$ cat config.mk
export PLATFORM = sky130hd
export DESIGN_NAME = arb2_stream
export DESIGN_NICKNAME = d
export VERILOG_FILES = /design/src/rtl/arb2_pkg.sv /design/src/rtl/mux21.sv /design/src/rtl/arb2_stream.sv
export SDC_FILE = /design/constraint.sdc
export NUM_CORES = 1
export LEC_CHECK = 0
export ABC_CLOCK_PERIOD_IN_PS = 1190
export BUFFER_PORTS_ARGS = -buffer_cell sky130_fd_sc_hd__buf_4
export CAP_MARGIN = 10
export CORE_MARGIN = 4
export CORE_UTILIZATION = 38
export DETAILED_ROUTE_END_ITERATION = 10
export PLACE_DENSITY = 0.73
export REMOVE_ABC_BUFFERS = 1
export SLEW_MARGIN = 20
export SYNTH_ARGS = -nofsm -noshare
export SYNTH_HDL_FRONTEND = slang
export SYNTH_SLANG_ARGS = --single-unit
$ cat constraint.sdc
create_clock -name clk -period 1.19 [get_ports clk]
set_clock_uncertainty 0.05 [all_clocks]
set_input_delay 0.1785 -clock clk [delete_from_list [all_inputs] [get_ports clk]]
set_output_delay 0.1785 -clock clk [all_outputs]
set_load 0.01 [all_outputs]
$ cat src/rtl/arb2_pkg.sv
// Shared types for the two-input round-robin stream arbiter.
package arb2_pkg;

    typedef enum logic {SRC0 = 1'b0, SRC1 = 1'b1} src_t;

    typedef enum logic {EMPTY = 1'b0, FULL = 1'b1} buf_state_t;

    // Source 0 wins the first contention after reset.
    localparam src_t LAST_RST = SRC1;

endpackage

$ cat src/rtl/mux21.sv
// One-bit 2:1 multiplexer used as the arbiter datapath slice.
module mux21 (
    input  logic d0,
    input  logic d1,
    input  logic sel,
    output logic y
);

    assign y = sel ? d1 : d0;

endmodule

$ cat src/rtl/arb2_stream.sv
// Two-input round-robin valid/ready merge with a one-entry output buffer.
// Optional grant counters are built when ARB2_STATS_EN is defined.
module arb2_stream
    import arb2_pkg::*;
#(
    parameter int WIDTH = 8
`ifdef ARB2_STATS_EN
    , parameter int CNT_W = 16
`endif
) (
    input  logic             clk,
    input  logic             rst,
    input  logic [WIDTH-1:0] d0,
    input  logic             v0,
    output logic             r0,
    input  logic [WIDTH-1:0] d1,
    input  logic             v1,
    output logic             r1,
    output logic             sel,
    output logic [WIDTH-1:0] q,
    output logic             vq,
    input  logic             rq
`ifdef ARB2_STATS_EN
    , output logic [CNT_W-1:0] cnt0
    , output logic [CNT_W-1:0] cnt1
`endif
);

    src_t             last;
    src_t             grant;
    buf_state_t       state;
    buf_state_t       state_nxt;
    logic             space;
    logic             accept;
    logic [WIDTH-1:0] mux_y;

    // NOTE: every signal written in always_comb gets a default first so no latch is inferred.
    always_comb begin
        grant = last;
        if (v0 && !v1)
            grant = SRC0;
        else if (v1 && !v0)
            grant = SRC1;
        else if (v0 && v1)
            grant = (last == SRC0) ? SRC1 : SRC0;
    end

    assign sel    = grant;
    assign space  = (state == EMPTY) || rq;
    // Ready is held low throughout reset even though the empty buffer has space.
    assign r0     = !rst && space && (grant == SRC0);
    assign r1     = !rst && space && (grant == SRC1);
    assign accept = (v0 && r0) || (v1 && r1);
    assign vq     = (state == FULL);

    for (genvar i = 0; i < WIDTH; i++) begin : g_mux
        mux21 u_mux (
            .d0  (d0[i]),
            .d1  (d1[i]),
            .sel (grant),
            .y   (mux_y[i])
        );
    end

    always_comb begin
        state_nxt = state;
        case (state)
            EMPTY:   if (accept) state_nxt = FULL;
            FULL:    if (rq && !accept) state_nxt = EMPTY;
            default: state_nxt = EMPTY;
        endcase
    end

    // NOTE: sequential state uses non-blocking assignments so every register samples pre-edge values.
    always_ff @(posedge clk or posedge rst) begin
        if (rst) begin
            state <= EMPTY;
            last  <= LAST_RST;
            q     <= '0;
        end else begin
            state <= state_nxt;
            if (accept) begin
                q    <= mux_y;
                last <= grant;
            end
        end
    end

`ifdef ARB2_STATS_EN
    always_ff @(posedge clk or posedge rst) begin
        if (rst) begin
            cnt0 <= '0;
            cnt1 <= '0;
        end else if (accept) begin
            if (grant == SRC0 && cnt0 != '1)
                cnt0 <= cnt0 + 1'b1;
            if (grant == SRC1 && cnt1 != '1)
                cnt1 <= cnt1 + 1'b1;
        end
    end
`endif

endmodule

# After elaboration in Yosys (flattened, before gate mapping)

Cells that the tools add are included.

Register bits after elaboration: 10
Output and inout port bits: 12
Logic and storage cells: 35
Input bits: 21

Muxes and demuxes: 15
Bitwise operators: 2
Reduce and logical (&&, ||, !) cells: 15

Operator list:

| operator            | number |
|---|---|
| $mux W1             | 14 |
| $logic_and A1 B1 Y1 | 9 |
| $logic_not A1 Y1    | 4 |
| $logic_or A1 B1 Y1  | 2 |
| $not A1 Y1          | 2 |
| $pmux W1 S2         | 1 |

# Depth between registers and ports, before layout

Depth after elaboration: 12
Mapped depth: 5
Mapped depth without buffers: 3

# Cells and area by module

A second synthesis with hierarchy kept.

Cells, all modules: 39
Area, all modules: 554.3 sq um

By module, submodules not included:

| module      | seq. area each (sq um) | area an instance (sq um) | times used | cells an instance |
|---|---|---|---|---|
| arb2_stream | 251.5                  | 434.2                    | 1          | 31 |
| mux21       | 0.0                    | 15.0                     | 8          | 1 |

# Least setup slack after synthesis

Ideal clock, no wire load.

Path type: register -> output
From: register last
To: output port r0
Path slack: -0.300 ns
Stages on the path, launching flop included: 5
Arrival: 1.262 ns
Path buffers: 1
Path through: dfstp_2 nand2b_1 clkbuf_1 nand2_1 nor2_1

Longest elaborated chain between the ends: 6

Ends and longest elaborated chain:

| element                 | line              | source |
|---|---|---|
| start, declared         | arb2_stream.sv:29 | `src_t last;` |
| start signal, assigned  | arb2_stream.sv:84 | `last <= grant;` |
| $mux W1                 | arb2_stream.sv:45 | `grant = (last == SRC0) ? SRC1 : SRC0;` |
| $mux W1 (*)             | arb2_stream.sv:44 | `else if (v0 && v1)` |
| $mux W1 (*)             | arb2_stream.sv:42 | `else if (v1 && !v0)` |
| $mux W1 (*)             | arb2_stream.sv:40 | `if (v0 && !v1)` |
| named net sel           | arb2_stream.sv:19 | `output logic sel,` |
| $not A1 Y1 (*)          | arb2_stream.sv:51 | `assign r0 = !rst && space && (grant == SRC0);` |
| $logic_and A1 B1 Y1 (*) | arb2_stream.sv:51 |  |
| end, declared           | arb2_stream.sv:15 | `output logic r0,` |

Mark *: on every way through the listed nets, which the timed path passes. The rest lies on a longest branch.

# Worst setup path after layout

From: register last
To: output port r0

Longest elaborated chain between the ends: 6

Ends and longest elaborated chain:

| element                 | line |
|---|---|
| $mux W1                 | arb2_stream.sv:45 |
| $mux W1 (*)             | arb2_stream.sv:44 |
| $mux W1 (*)             | arb2_stream.sv:42 |
| $mux W1 (*)             | arb2_stream.sv:40 |
| $not A1 Y1 (*)          | arb2_stream.sv:51 |
| $logic_and A1 B1 Y1 (*) | arb2_stream.sv:51 |

Every way passes the cells marked *; elsewhere a longest branch is shown, timed or not.

==> results.toml <==
[global_route]
grt_pass1_vias = 675
grt_use_total_pct = 19.1
gr-total-overflow = 0
grt_max_degree = 9
grt_pass1_wl_um = 3080
antenna_found_initial = 0

[detailed_routing]
via_count = 726
ant_nets = 0
drt_first_pass_iters = 4
finalWirelength_um = 2190
dr.first_iter.drc_count = 16
drc = 0
via_per_inst = 5.58
wl_per_cell_um = 16.9

[place]
port_buffers = 32
pre_cts_ws_ps = -134
globalplace.congestion = 0.769
dp_hpwl_um = 1440

[clock_tree]
cts_buffer_depth = 2
clk_latency_ps = 270
path_clk_slew_ps = 70
cts_sinks = 10
cts_buffers = 3
cts_root_buf = "clkbuf_4"
cts.htree.levels = 1
cts_tree = "built"

[pwr]
power.switching_uw = 528
internal_power_uw = 1030
power_frac_seq_pct = 30.2
ir_worst_vdd_mv = 0.858
netSwitchingFraction_pct = 33.8
clockPowerShare_pct = 20.1
powerDensity_nw_per_um2 = 1380
p_comb_share_pct = 49.6
leakagePower_uw = 0.000508

[worst_setup_path]
slowest_stage = "dfstp_2"
cp_cell_sequence = "nand2b_4, nand2_1, nor2_1, buf_4"
cp-startpoint = "last$_DFFE_PP1P_"
cp.required_ps = 960
worstSetupPathType = "flop to primary output"
critPathLaunchType = "flop"
crit_fanout = 4
r2r-start = "last$_DFFE_PP1P_"
path_buf_inv = 1
max_stage_delay_ps = 560
crit_family = "flip-flops"
endpoint_kind = "primary output"
critPathArrivalTime_ps = 1280

[final_layout]
area_growth_pct = 84.7
seq_area_um2 = 251
utilization_pct = 75.0
n_antenna_cell = 0
nets = 136
multi_input_area_um2 = 387
fill_cells = 104
drive_gt1_share_pct = 69.3

[timing]
setup_viol = 12
final_max_slew_viol_count = 0
worst_slack_ps = -317
tightest_slew_ps = 315
rsz0062_at_grt = "true"
fmaxAchievable_mhz = 663
relSlewSlack_pct = 79.0
final-hold-violation-count = 0
final_min_period_over_clock_period_pct = 127
period_minus_slack_ps = 1510

[worst_hold_path]
hold_class = "input port to flop"
min_from = "rst"

[outcome]
status = "finished, violations left"
violations = "negative setup slack"

[floorplan]
floorplan.initialDensity_pct = 40.6
die_x_um = 48.1
die_h_um = 48.1
placementRows = 14
core_um2 = 1510
dieArea_um2 = 2320
io_pins = 33

[synthesis]
synthCells = 64
ys_seq_area_share_pct = 41.1
yosys_warnings = 0
synth_area_per_cell_um2 = 9.56
synth_seq_cells = 10
synth_area_um2 = 612
synth_cell_types = 18

[job]
drv_cap = 0
Yosys cell counts:
library cell / n / area, um^2
a21oi_1: 1 / 5.00
a31oi_1: 8 / 50.1
a31oi_2: 8 / 100
and2b_1: 1 / 7.51
and3_4: 1 / 11.3
buf_6: 2 / 22.5
clkbuf_1: 4 / 15.0
dfrtp_1: 9 / 225
dfstp_2: 1 / 26.3
inv_1: 1 / 3.75
nand2_1: 2 / 7.51
nand2b_1: 3 / 18.8
nand3_1: 9 / 45.0
nor2_1: 2 / 7.51
nor2b_1: 1 / 6.26
o21ai_0: 9 / 45.0
o2bb2ai_1: 1 / 8.76
or2_1: 1 / 6.26
registers in the layout (all words and copies together), names as in the netlist:
| signal | count |
|---|---|
| vq | 1 |
| last | 1 |
| q | 8 |
cells in the final DEF (no fill, tap or decap), types with 2 or more instances in the layout:
cell type / n
a31oi_1: 8
buf_4: 45
buf_6: 3
a31oi_2: 8
nand3_2: 4
dfrtp_1: 9
nor2_1: 2
nand2_1: 2
buf_12: 2
nand3_1: 5
o21ai_2: 8
nand2b_1: 2
clkbuf_4: 3
dlygate4sd3_1: 2
logic make-up (layout without fill, tap and decap cells):
logic type	after synthesis	count (layout)	share of synthesized area (%)
compound gates	27	27	34.2
flops	10	10	41.1
buf+inv	7	57	6.75
simple gates	20	20	18.0
layout make-up:
type	count	area share [%]
multi-input combinational	47	34.2
sequential	10	22.3
tap	16	1.77
inverter	1	0.332
clock buffer	4	3.21
timing repair buffer	52	38.2
power groups by stage:
| stage | Clock [uW] | Combinational (uW) | Sequential (uW) |
|---|---|---|---|
| global route | 326 | 825 | 483 |
| global placement | 0 | 550 | 472 |
| floorplan | 0 | 244 | 505 |
| detailed placement | 0 | 562 | 482 |
| CTS | 318 | 714 | 474 |
| finish | 314 | 774 | 472 |
per-layer routing:
layer / track usage (%) / vias to the layer above / routed length, um
met2: 30.9 / 29 / 1100
met1: 26.0 / 350 / 932
li1: - / 343 / -
met4: 8.60 / 0 / 18
met3: 1.48 / 4 / 138
met5: 0 / - / 0
metrics by stage:
step,hold WS (ps),TNS [ps],power (uW),cells,area (um^2)
after floorplan,56.4,-556,749,58,574
after global placement,182,-407,1020,117,917
after detailed placement,193,-1060,1040,117,917
after CTS,49.7,-2310,1510,128,1090
after global routing,62.7,-3130,1630,130,1130
final,53.0,-2690,1560,130,1130
path summary, 6_finish.rpt:
kind	end	slack [ps]	depth (start not counted)
hold / removal	vq$_DFF_PP0_	50	2
setup reg to reg	q[5]$_DFFE_PP0P_	-250	6
hold reg to reg	last$_DFFE_PP1P_	470	1
setup / recovery	r0	-320	4
min in group asynchronous	last$_DFFE_PP1P_	70	3
max in group asynchronous	q[3]$_DFFE_PP0P_	350	4
repair_timing:
item / CTS / global route
buffers inserted: 5 / 3
pin swaps: 16 / 5
hold buffers: 2 / 0
gates cloned: 0 / 0
gates resized for setup: 25 / 3
endpoints found under the hold margin: 9 / 0
setup endpoints to repair: 11 / 11
(Power assumes the default switching activity.)
